--- config.mk ---
export PLATFORM = sky130hd
export DESIGN_NAME = multdiv_ctrl_flat
export DESIGN_NICKNAME = d
export VERILOG_FILES = /design/src/rtl/multdiv_pkg.sv /design/src/rtl/multdiv_ctrl_if.sv /design/src/rtl/timeout_counter.sv /design/src/rtl/multdiv_ctrl.sv /design/src/flat_wrapper.sv
export SDC_FILE = /design/constraint.sdc
export NUM_CORES = 1
export LEC_CHECK = 0
export CORE_MARGIN = 8
export CORE_UTILIZATION = 41
export CTS_CLUSTER_SIZE = 28
export DETAILED_ROUTE_END_ITERATION = 8
export PLACE_DENSITY = 0.83
export SKIP_CTS_REPAIR_TIMING = 1
export SLEW_MARGIN = 5
export SYNTH_ARGS = -nofsm -noshare
export SYNTH_HDL_FRONTEND = slang
export SYNTH_SLANG_ARGS = --single-unit
--- constraint.sdc ---
create_clock -name clock -period 3.57 [get_ports clock]
set_input_delay 1.071 -clock clock [delete_from_list [all_inputs] [get_ports clock]]
set_output_delay 1.071 -clock clock [all_outputs]
set_load 0.05 [all_outputs]
--- src/rtl/multdiv_pkg.sv ---
// -----------------------------------------------------------------------------
// multdiv_pkg
// Shared definitions for the multiply/divide sequencing controller:
//   state_t          - controller state encoding (IDLE/START/BUSY/WB)
//   EXC_*            - exception codes placed on the writeback data bus
//   RSTATUS_DEFAULT  - register written when an exception is reported
//   TIMEOUT_DEFAULT  - cycles allowed in BUSY before a forced timeout
// -----------------------------------------------------------------------------
package multdiv_pkg;

    typedef enum logic [1:0] {
        ST_IDLE  = 2'd0,
        ST_START = 2'd1,
        ST_BUSY  = 2'd2,
        ST_WB    = 2'd3
    } state_t;

    localparam logic [31:0] EXC_MULT    = 32'd4;
    localparam logic [31:0] EXC_DIV     = 32'd5;
    localparam logic [31:0] EXC_TIMEOUT = 32'd6;

    localparam logic [4:0]  RSTATUS_DEFAULT = 5'd30;
    localparam int unsigned TIMEOUT_DEFAULT = 48;

endpackage

--- src/rtl/multdiv_ctrl_if.sv ---
// -----------------------------------------------------------------------------
// multdiv_ctrl_if
// Bundles every non-clock signal of the multiply/divide controller.
//   slave  modport - the controller itself
//   master modport - the pipeline, the arithmetic units and the writeback sink
// Groups:
//   req_*   request from the pipeline (valid/ready handshake)
//   busy    stall indication back to the pipeline
//   ctrl_*  start pulses, unit_op* latched operands to the units
//   mult_*  / div_* unit results, exception and ready flags
//   wb_*    writeback beat (valid/ready handshake)
// -----------------------------------------------------------------------------
interface multdiv_ctrl_if;

    logic        req_valid;
    logic        req_ready;
    logic        req_is_div;
    logic [31:0] req_opA;
    logic [31:0] req_opB;
    logic [4:0]  req_rd;

    logic        busy;

    logic        ctrl_MULT;
    logic        ctrl_DIV;
    logic [31:0] unit_opA;
    logic [31:0] unit_opB;

    logic [31:0] mult_result;
    logic        mult_exception;
    logic        mult_resultRDY;
    logic [31:0] div_result;
    logic        div_exception;
    logic        div_resultRDY;

    logic        wb_valid;
    logic        wb_ready;
    logic [4:0]  wb_rd;
    logic [31:0] wb_data;
    logic        wb_exception;

    modport slave (
        input  req_valid, req_is_div, req_opA, req_opB, req_rd,
        output req_ready, busy,
        output ctrl_MULT, ctrl_DIV, unit_opA, unit_opB,
        input  mult_result, mult_exception, mult_resultRDY,
        input  div_result, div_exception, div_resultRDY,
        output wb_valid, wb_rd, wb_data, wb_exception,
        input  wb_ready
    );

    modport master (
        output req_valid, req_is_div, req_opA, req_opB, req_rd,
        input  req_ready, busy,
        input  ctrl_MULT, ctrl_DIV, unit_opA, unit_opB,
        output mult_result, mult_exception, mult_resultRDY,
        output div_result, div_exception, div_resultRDY,
        input  wb_valid, wb_rd, wb_data, wb_exception,
        output wb_ready
    );

endinterface

--- src/rtl/timeout_counter.sv ---
// -----------------------------------------------------------------------------
// timeout_counter
// 6-bit synchronous up-counter used to bound the time an operation spends in
// BUSY. o_tc is high while the count equals TIMEOUT-1.
// Ports:
//   i_clk    clock
//   i_rst    synchronous active-high reset (count -> 0)
//   i_clear  synchronous clear (count -> 0)
//   i_en     increment enable
//   o_tc     terminal count reached
// -----------------------------------------------------------------------------
module timeout_counter
    import multdiv_pkg::*;
#(
    parameter int unsigned TIMEOUT = TIMEOUT_DEFAULT
) (
    input  logic i_clk,
    input  logic i_rst,
    input  logic i_clear,
    input  logic i_en,
    output logic o_tc
);

    localparam logic [5:0] TC_VALUE = 6'(TIMEOUT - 1);

    logic [5:0] r_count;

    always_ff @(posedge i_clk) begin
        if (i_rst || i_clear) begin
            r_count <= '0;
        end else if (i_en) begin
            r_count <= r_count + 6'd1;
        end
    end

    assign o_tc = (r_count == TC_VALUE);

endmodule

--- src/rtl/multdiv_ctrl.sv ---
// -----------------------------------------------------------------------------
// multdiv_ctrl
// Sequences one multiply or divide at a time between the pipeline and the
// iterative arithmetic units: latches the request, pulses the selected unit's
// start, waits for its ready flag (bounded by TIMEOUT cycles) and returns the
// result or an exception code through a valid/ready writeback port.
// Ports:
//   clock  single clock
//   reset  synchronous active-high reset
//   bus    multdiv_ctrl_if.slave - request, unit, busy and writeback signals
// Parameters:
//   TIMEOUT  maximum cycles spent in BUSY
//   RSTATUS  destination register for any exception
// -----------------------------------------------------------------------------
module multdiv_ctrl
    import multdiv_pkg::*;
#(
    parameter int unsigned TIMEOUT = TIMEOUT_DEFAULT,
    parameter logic [4:0]  RSTATUS = RSTATUS_DEFAULT
) (
    input  logic          clock,
    input  logic          reset,
    multdiv_ctrl_if.slave bus
);

    state_t      r_state;
    state_t      w_state_next;

    logic        r_ctrl_mult;
    logic        r_ctrl_div;
    logic [31:0] r_op_a;
    logic [31:0] r_op_b;
    logic [4:0]  r_rd;
    logic        r_is_div;

    logic [4:0]  r_wb_rd;
    logic [31:0] r_wb_data;
    logic        r_wb_exc;
    logic        r_wb_suppress;

    logic        w_accept;
    logic        w_unit_rdy;
    logic        w_unit_exc;
    logic [31:0] w_unit_result;
    logic        w_cnt_clear;
    logic        w_cnt_en;
    logic        w_tc;
    logic        w_done_ready;
    logic        w_done_timeout;

    timeout_counter #(
        .TIMEOUT (TIMEOUT)
    ) u_timeout (
        .i_clk   (clock),
        .i_rst   (reset),
        .i_clear (w_cnt_clear),
        .i_en    (w_cnt_en),
        .o_tc    (w_tc)
    );

    // Only the unit selected by the latched opcode is ever looked at.
    always_comb begin
        w_unit_rdy    = r_is_div ? bus.div_resultRDY : bus.mult_resultRDY;
        w_unit_exc    = r_is_div ? bus.div_exception : bus.mult_exception;
        w_unit_result = r_is_div ? bus.div_result    : bus.mult_result;
    end

    always_comb begin
        w_state_next   = r_state;
        w_accept       = 1'b0;
        w_cnt_clear    = 1'b0;
        w_cnt_en       = 1'b0;
        w_done_ready   = 1'b0;
        w_done_timeout = 1'b0;
        case (r_state)
            ST_IDLE: begin
                if (bus.req_valid) begin
                    w_accept     = 1'b1;
                    w_state_next = ST_START;
                end
            end
            ST_START: begin
                // Unit ready flags are not sampled here: the unit is restarting.
                w_cnt_clear  = 1'b1;
                w_state_next = ST_BUSY;
            end
            ST_BUSY: begin
                // A ready flag in the terminal-count cycle takes priority.
                if (w_unit_rdy) begin
                    w_done_ready = 1'b1;
                    w_state_next = ST_WB;
                end else begin
                    w_cnt_en = 1'b1;
                    if (w_tc) begin
                        w_done_timeout = 1'b1;
                        w_state_next   = ST_WB;
                    end
                end
            end
            ST_WB: begin
                // A suppressed (r0) beat spends exactly one cycle here.
                if (r_wb_suppress || bus.wb_ready) begin
                    w_state_next = ST_IDLE;
                end
            end
            default: w_state_next = ST_IDLE;
        endcase
    end

    always_ff @(posedge clock) begin
        if (reset) begin
            r_state       <= ST_IDLE;
            r_ctrl_mult   <= 1'b0;
            r_ctrl_div    <= 1'b0;
            r_op_a        <= '0;
            r_op_b        <= '0;
            r_rd          <= '0;
            r_is_div      <= 1'b0;
            r_wb_rd       <= '0;
            r_wb_data     <= '0;
            r_wb_exc      <= 1'b0;
            r_wb_suppress <= 1'b0;
        end else begin
            r_state <= w_state_next;

            // Start pulses are registered on acceptance so they are high
            // exactly for the single START cycle.
            r_ctrl_mult <= w_accept & ~bus.req_is_div;
            r_ctrl_div  <= w_accept &  bus.req_is_div;

            if (w_accept) begin
                r_op_a   <= bus.req_opA;
                r_op_b   <= bus.req_opB;
                r_rd     <= bus.req_rd;
                r_is_div <= bus.req_is_div;
            end

            if (w_done_ready) begin
                if (w_unit_exc) begin
                    r_wb_rd       <= RSTATUS;
                    r_wb_data     <= r_is_div ? EXC_DIV : EXC_MULT;
                    r_wb_exc      <= 1'b1;
                    r_wb_suppress <= 1'b0;
                end else begin
                    r_wb_rd       <= r_rd;
                    r_wb_data     <= w_unit_result;
                    r_wb_exc      <= 1'b0;
                    r_wb_suppress <= (r_rd == '0);
                end
            end else if (w_done_timeout) begin
                r_wb_rd       <= RSTATUS;
                r_wb_data     <= EXC_TIMEOUT;
                r_wb_exc      <= 1'b1;
                r_wb_suppress <= 1'b0;
            end
        end
    end

    assign bus.req_ready    = (r_state == ST_IDLE);
    assign bus.busy         = (r_state != ST_IDLE);
    assign bus.ctrl_MULT    = r_ctrl_mult;
    assign bus.ctrl_DIV     = r_ctrl_div;
    assign bus.unit_opA     = r_op_a;
    assign bus.unit_opB     = r_op_b;
    assign bus.wb_valid     = (r_state == ST_WB) && !r_wb_suppress;
    assign bus.wb_rd        = r_wb_rd;
    assign bus.wb_data      = r_wb_data;
    assign bus.wb_exception = r_wb_exc;

endmodule

--- src/flat_wrapper.sv ---
// flat-port wrapper written by rule: the top's interface ports become plain ports
module multdiv_ctrl_flat import multdiv_pkg::*;
#(
    parameter int unsigned TIMEOUT = TIMEOUT_DEFAULT,
    parameter logic [4:0]  RSTATUS = RSTATUS_DEFAULT
)
  (clock, reset, bus_req_valid, bus_req_is_div, bus_req_opA, bus_req_opB, bus_req_rd, bus_req_ready, bus_busy, bus_ctrl_MULT, bus_ctrl_DIV, bus_unit_opA, bus_unit_opB, bus_mult_result, bus_mult_exception, bus_mult_resultRDY, bus_div_result, bus_div_exception, bus_div_resultRDY, bus_wb_valid, bus_wb_rd, bus_wb_data, bus_wb_exception, bus_wb_ready);
  multdiv_ctrl_if bus_i ();
  input  logic clock;
  input  logic reset;
  input wire logic [$bits(bus_i.req_valid)-1:0] bus_req_valid;
  input wire logic [$bits(bus_i.req_is_div)-1:0] bus_req_is_div;
  input wire logic [$bits(bus_i.req_opA)-1:0] bus_req_opA;
  input wire logic [$bits(bus_i.req_opB)-1:0] bus_req_opB;
  input wire logic [$bits(bus_i.req_rd)-1:0] bus_req_rd;
  output wire logic [$bits(bus_i.req_ready)-1:0] bus_req_ready;
  output wire logic [$bits(bus_i.busy)-1:0] bus_busy;
  output wire logic [$bits(bus_i.ctrl_MULT)-1:0] bus_ctrl_MULT;
  output wire logic [$bits(bus_i.ctrl_DIV)-1:0] bus_ctrl_DIV;
  output wire logic [$bits(bus_i.unit_opA)-1:0] bus_unit_opA;
  output wire logic [$bits(bus_i.unit_opB)-1:0] bus_unit_opB;
  input wire logic [$bits(bus_i.mult_result)-1:0] bus_mult_result;
  input wire logic [$bits(bus_i.mult_exception)-1:0] bus_mult_exception;
  input wire logic [$bits(bus_i.mult_resultRDY)-1:0] bus_mult_resultRDY;
  input wire logic [$bits(bus_i.div_result)-1:0] bus_div_result;
  input wire logic [$bits(bus_i.div_exception)-1:0] bus_div_exception;
  input wire logic [$bits(bus_i.div_resultRDY)-1:0] bus_div_resultRDY;
  output wire logic [$bits(bus_i.wb_valid)-1:0] bus_wb_valid;
  output wire logic [$bits(bus_i.wb_rd)-1:0] bus_wb_rd;
  output wire logic [$bits(bus_i.wb_data)-1:0] bus_wb_data;
  output wire logic [$bits(bus_i.wb_exception)-1:0] bus_wb_exception;
  input wire logic [$bits(bus_i.wb_ready)-1:0] bus_wb_ready;
  assign bus_i.req_valid = bus_req_valid;
  assign bus_i.req_is_div = bus_req_is_div;
  assign bus_i.req_opA = bus_req_opA;
  assign bus_i.req_opB = bus_req_opB;
  assign bus_i.req_rd = bus_req_rd;
  assign bus_req_ready = bus_i.req_ready;
  assign bus_busy = bus_i.busy;
  assign bus_ctrl_MULT = bus_i.ctrl_MULT;
  assign bus_ctrl_DIV = bus_i.ctrl_DIV;
  assign bus_unit_opA = bus_i.unit_opA;
  assign bus_unit_opB = bus_i.unit_opB;
  assign bus_i.mult_result = bus_mult_result;
  assign bus_i.mult_exception = bus_mult_exception;
  assign bus_i.mult_resultRDY = bus_mult_resultRDY;
  assign bus_i.div_result = bus_div_result;
  assign bus_i.div_exception = bus_div_exception;
  assign bus_i.div_resultRDY = bus_div_resultRDY;
  assign bus_wb_valid = bus_i.wb_valid;
  assign bus_wb_rd = bus_i.wb_rd;
  assign bus_wb_data = bus_i.wb_data;
  assign bus_wb_exception = bus_i.wb_exception;
  assign bus_i.wb_ready = bus_wb_ready;
  multdiv_ctrl #(.TIMEOUT(TIMEOUT), .RSTATUS(RSTATUS)) u_core (.clock(clock), .reset(reset), .bus(bus_i));
endmodule
==> impl_metrics.tcl, run 1 <==
set metrics [dict create \
    outcome "finished clean" \
    synthFlopType "dfxtp_1" \
    wirelength_um 14900 \
    grt_usage_pct 21.3 \
    leakage_nw 2.85 \
    synth_fp_nets 500 \
    drt-wirelength-per-cell_um 19.8 \
    timing.rr.start "u_core.r_state[0]" \
    first_pass_iters 5 \
    die_height_um 118 \
    rsz0062_at_grt "no" \
    min_path_type "register to register" \
    reg2reg_depth 6 \
    cts_made_buffers 17 \
    drc 0 \
    synth_area_um2 4270 \
    endpoint "bus_busy" \
    seq_area_frac_synth_pct 55.8 \
    grt_overflow 0 \
    antenna_found_initial 0 \
    maxSlewHeadroom_pct 60.0 \
    place_congestion 0.773 \
    syn_inst 352 \
    max-vdd-ir-drop_v 0.000410 \
    placed_area_um2 6880 \
    finClkSkew_ns 0.0112 \
    clock_latency_ns 0.50 \
    core_um2 10200 \
    report.final.slew_viol_count 0 \
    async_reset_ff_share_pct 0 \
    preCtsSetupSlack_ns 0.711 \
    endpoint_kind "output pin" \
    rows 37 \
    crit_type "register to output pin" \
    worst-path-max-fanout 4 \
    syn_to_final_growth_pct 74.9 \
    synth-edff-count 0 \
    diodes 0 \
    met2_usage_pct 36.0 \
    drv_cap 0 \
    die_w_um 118 \
    clock_sink_count 119 \
    tns_ns 0 \
    die-area_um2 13900 \
    max_freq_mhz 311 \
    fin_util_pct 73.0 \
    critPathArrivalTime_ns 2.14 \
    num_io_pins 249 \
    grt_pass1_vias 4327 \
    ys_seq_elements 119 \
    finalHoldViolations 0 \
    initial_utilization_pct 41.7 \
    setup_ws_ns 0.356 \
    fin_crit_sh_pct 90.0 \
    power_density_nw_per_um2 662 \
    avgSynthCellArea_um2 12.1 \
    io_buffers 248 \
    setup_viol 0 \
    worst_pin_slew_ns 0.599 \
    synth.distinct_cells 40 \
    worst_r2r_endpoint "u_core.bus.unit_opB[18]" \
    finish.instance_area_um2 7470 \
    vias 3835 \
    hpwlAfterDp_um 11400 \
    cts_root_buf "clkbuf_8" \
    synth_warnings 0 \
    critPathRequiredTime_ns 2.50 \
    use_met3_pct 12.1 \
    ant_nets 0 \
    grt-busiest-layer "met2" \
    fin_crit_ns 3.21 \
    cts_tree "done" \
    viasPerCell 5.12 \
    reg2reg_slack_ns 1.66 \
    grt_max_degree 40 \
    cts_htree_levels 4 \
    start_kind "register" \
    drive_above_1_share_pct 8.48 \
    drtIter0Drc 151 \
    num-nets-final 748 \
    met1_usage_pct 21.7 \
    clk_path_buf_depth 2 \
    grt_first_pass_wirelength_um 23600 \
    path_clk_slew_ns 0.06 \
    crit_start "u_core.r_state[0]" \
]
[critical path: stages (launching register included)]
cell	delay [ns]
dfxtp_1	0.36
inv_1	0.10
ha_1	0.28
inv_1	0.10
clkdlybuf4s50_1	0.81
[Yosys cell counts, drive strengths merged, types with 2 or more instances]
cell type | n | area (um^2)
a21oi | 5 | 36.3
a22o | 72 | 631
and2 | 4 | 25.0
buf | 11 | 87.6
clkbuf | 17 | 63.8
dfxtp | 119 | 2380
ha | 6 | 75.1
inv | 6 | 22.5
mux2i | 30 | 313
nand2 | 3 | 11.3
nand2b | 2 | 12.5
nand3 | 2 | 10.0
nand4 | 3 | 18.8
nor2 | 9 | 33.8
o211a | 2 | 20.0
o21ai | 5 | 32.5
o221a | 6 | 67.6
o2bb2ai | 30 | 263
or3b | 2 | 17.5
xor2 | 5 | 43.8
[routing by layer]
layer	up-vias	part of all wire, %	wire, um
li1	1834	-	-
met1	1793	39	5840
met2	191	48	7070
met3	17	11	1700
met4	0	1.6	245
met5	-	0	0
[cell type report]
type / count / area, um^2
timing repair buffer: 257 / 2570
inverter: 7 / 26.3
sequential: 119 / 2380
clock buffer: 19 / 442
multi-input combinational: 198 / 1730
fill: 742 / 2760
tap: 136 / 170
clock inverter: 13 / 145
[logic make-up after synthesis]
group | count (synthesis) | share of synthesized area [%]
simple gates | 33 | 4.45
flops | 119 | 55.8
mux | 31 | 7.59
buf+inv | 35 | 4.16
xor+xnor | 5 | 1.03
compound gates | 123 | 25.2
fa+ha+maj | 6 | 1.76
[sequential cells by signal (all words and copies together) (netlist names)]
name                      flops
u_core.bus.ctrl_DIV           1
u_core.bus.ctrl_MULT          1
u_core.bus.unit_opA          32
u_core.bus.unit_opB          32
u_core.bus.wb_data           32
u_core.bus.wb_exception       1
u_core.bus.wb_rd              5
u_core.r_is_div               1
u_core.r_rd                   5
u_core.r_state                2
u_core.r_wb_suppress          1
u_core.u_timeout.r_count      6
[report_power, final]
part	internal (mW)	switching (mW)
sequential	1.51	0.115
combinational	0.647	1.01
clock	1.04	0.623
[through the flow]
stage	power, mW	cells	hold WS, ns
floorplan	2.67	352	0.448
finish	4.95	749	0.458
global placement	3.28	717	0.443
detailed placement	3.32	717	0.445
global route	5.15	749	0.471
CTS	5.00	749	0.464
[worst min path at each step]
| stage | start | end | slack (ns) | cells after the start |
|---|---|---|---|---|
| after CTS | u_core.bus.wb_data[19] | u_core.bus.wb_data[19] | 0.46 | 1 |
| after global routing | u_core.bus.wb_data[19] | u_core.bus.wb_data[19] | 0.47 | 1 |
| after floorplan | u_core.u_timeout.r_count[1] | u_core.u_timeout.r_count[1] | 0.45 | 2 |
| after detailed placement | u_core.bus.wb_data[15] | u_core.bus.wb_data[15] | 0.45 | 1 |
| after global placement | u_core.bus.wb_data[21] | u_core.bus.wb_data[21] | 0.44 | 1 |
| final | u_core.bus.wb_data[15] | u_core.bus.wb_data[15] | 0.46 | 1 |
[layout by cell type, fill, tap and decap left out, types with 2 or more instances in the layout]
cell type        netlist  routed
a22o_1                72      72
clkinvlp_4             0       3
clkdlybuf4s50_1        0     248
nor2_1                 9       8
o21ai_2                2       2
nand2_1                3       3
clkinv_4               0       3
o211a_1                2       2
ha_1                   6       6
inv_1                  6       6
nand2b_1               2       2
inv_6                  0       3
clkbuf_8               0       3
xor2_1                 5       5
o221a_1                6       6
nand3_1                2       2
mux2i_1               29      29
clkbuf_16              0      16
dfxtp_1              119     118
buf_4                  1       7
bufinv_16              0       2
nand4_1                3       3
o21ai_0                3       3
buf_12                 0       2
a21oi_1                4       3
o2bb2ai_1             30      30
clkinv_2               0       2
and2_1                 4       4
a21oi_4                1       2
(Power assumes the default switching activity.)
==> run 2: changes to the inputs <==
--- a/constraint.sdc
+++ b/constraint.sdc
@@ -3,2 +3,2 @@
 set_output_delay 1.071 -clock clock [all_outputs]
-set_load 0.05 [all_outputs]
+set_load 0.02 [all_outputs]
==> results of run 2 <==
Same layout as run 1 (identical final DEF). Status: finished clean.
Among the figures that moved: setup slack after layout 0.356 ns -> 0.555 ns; total power 4.95 mW -> 4.56 mW; worst IR drop on VDD 0.000410 V -> 0.000339 V
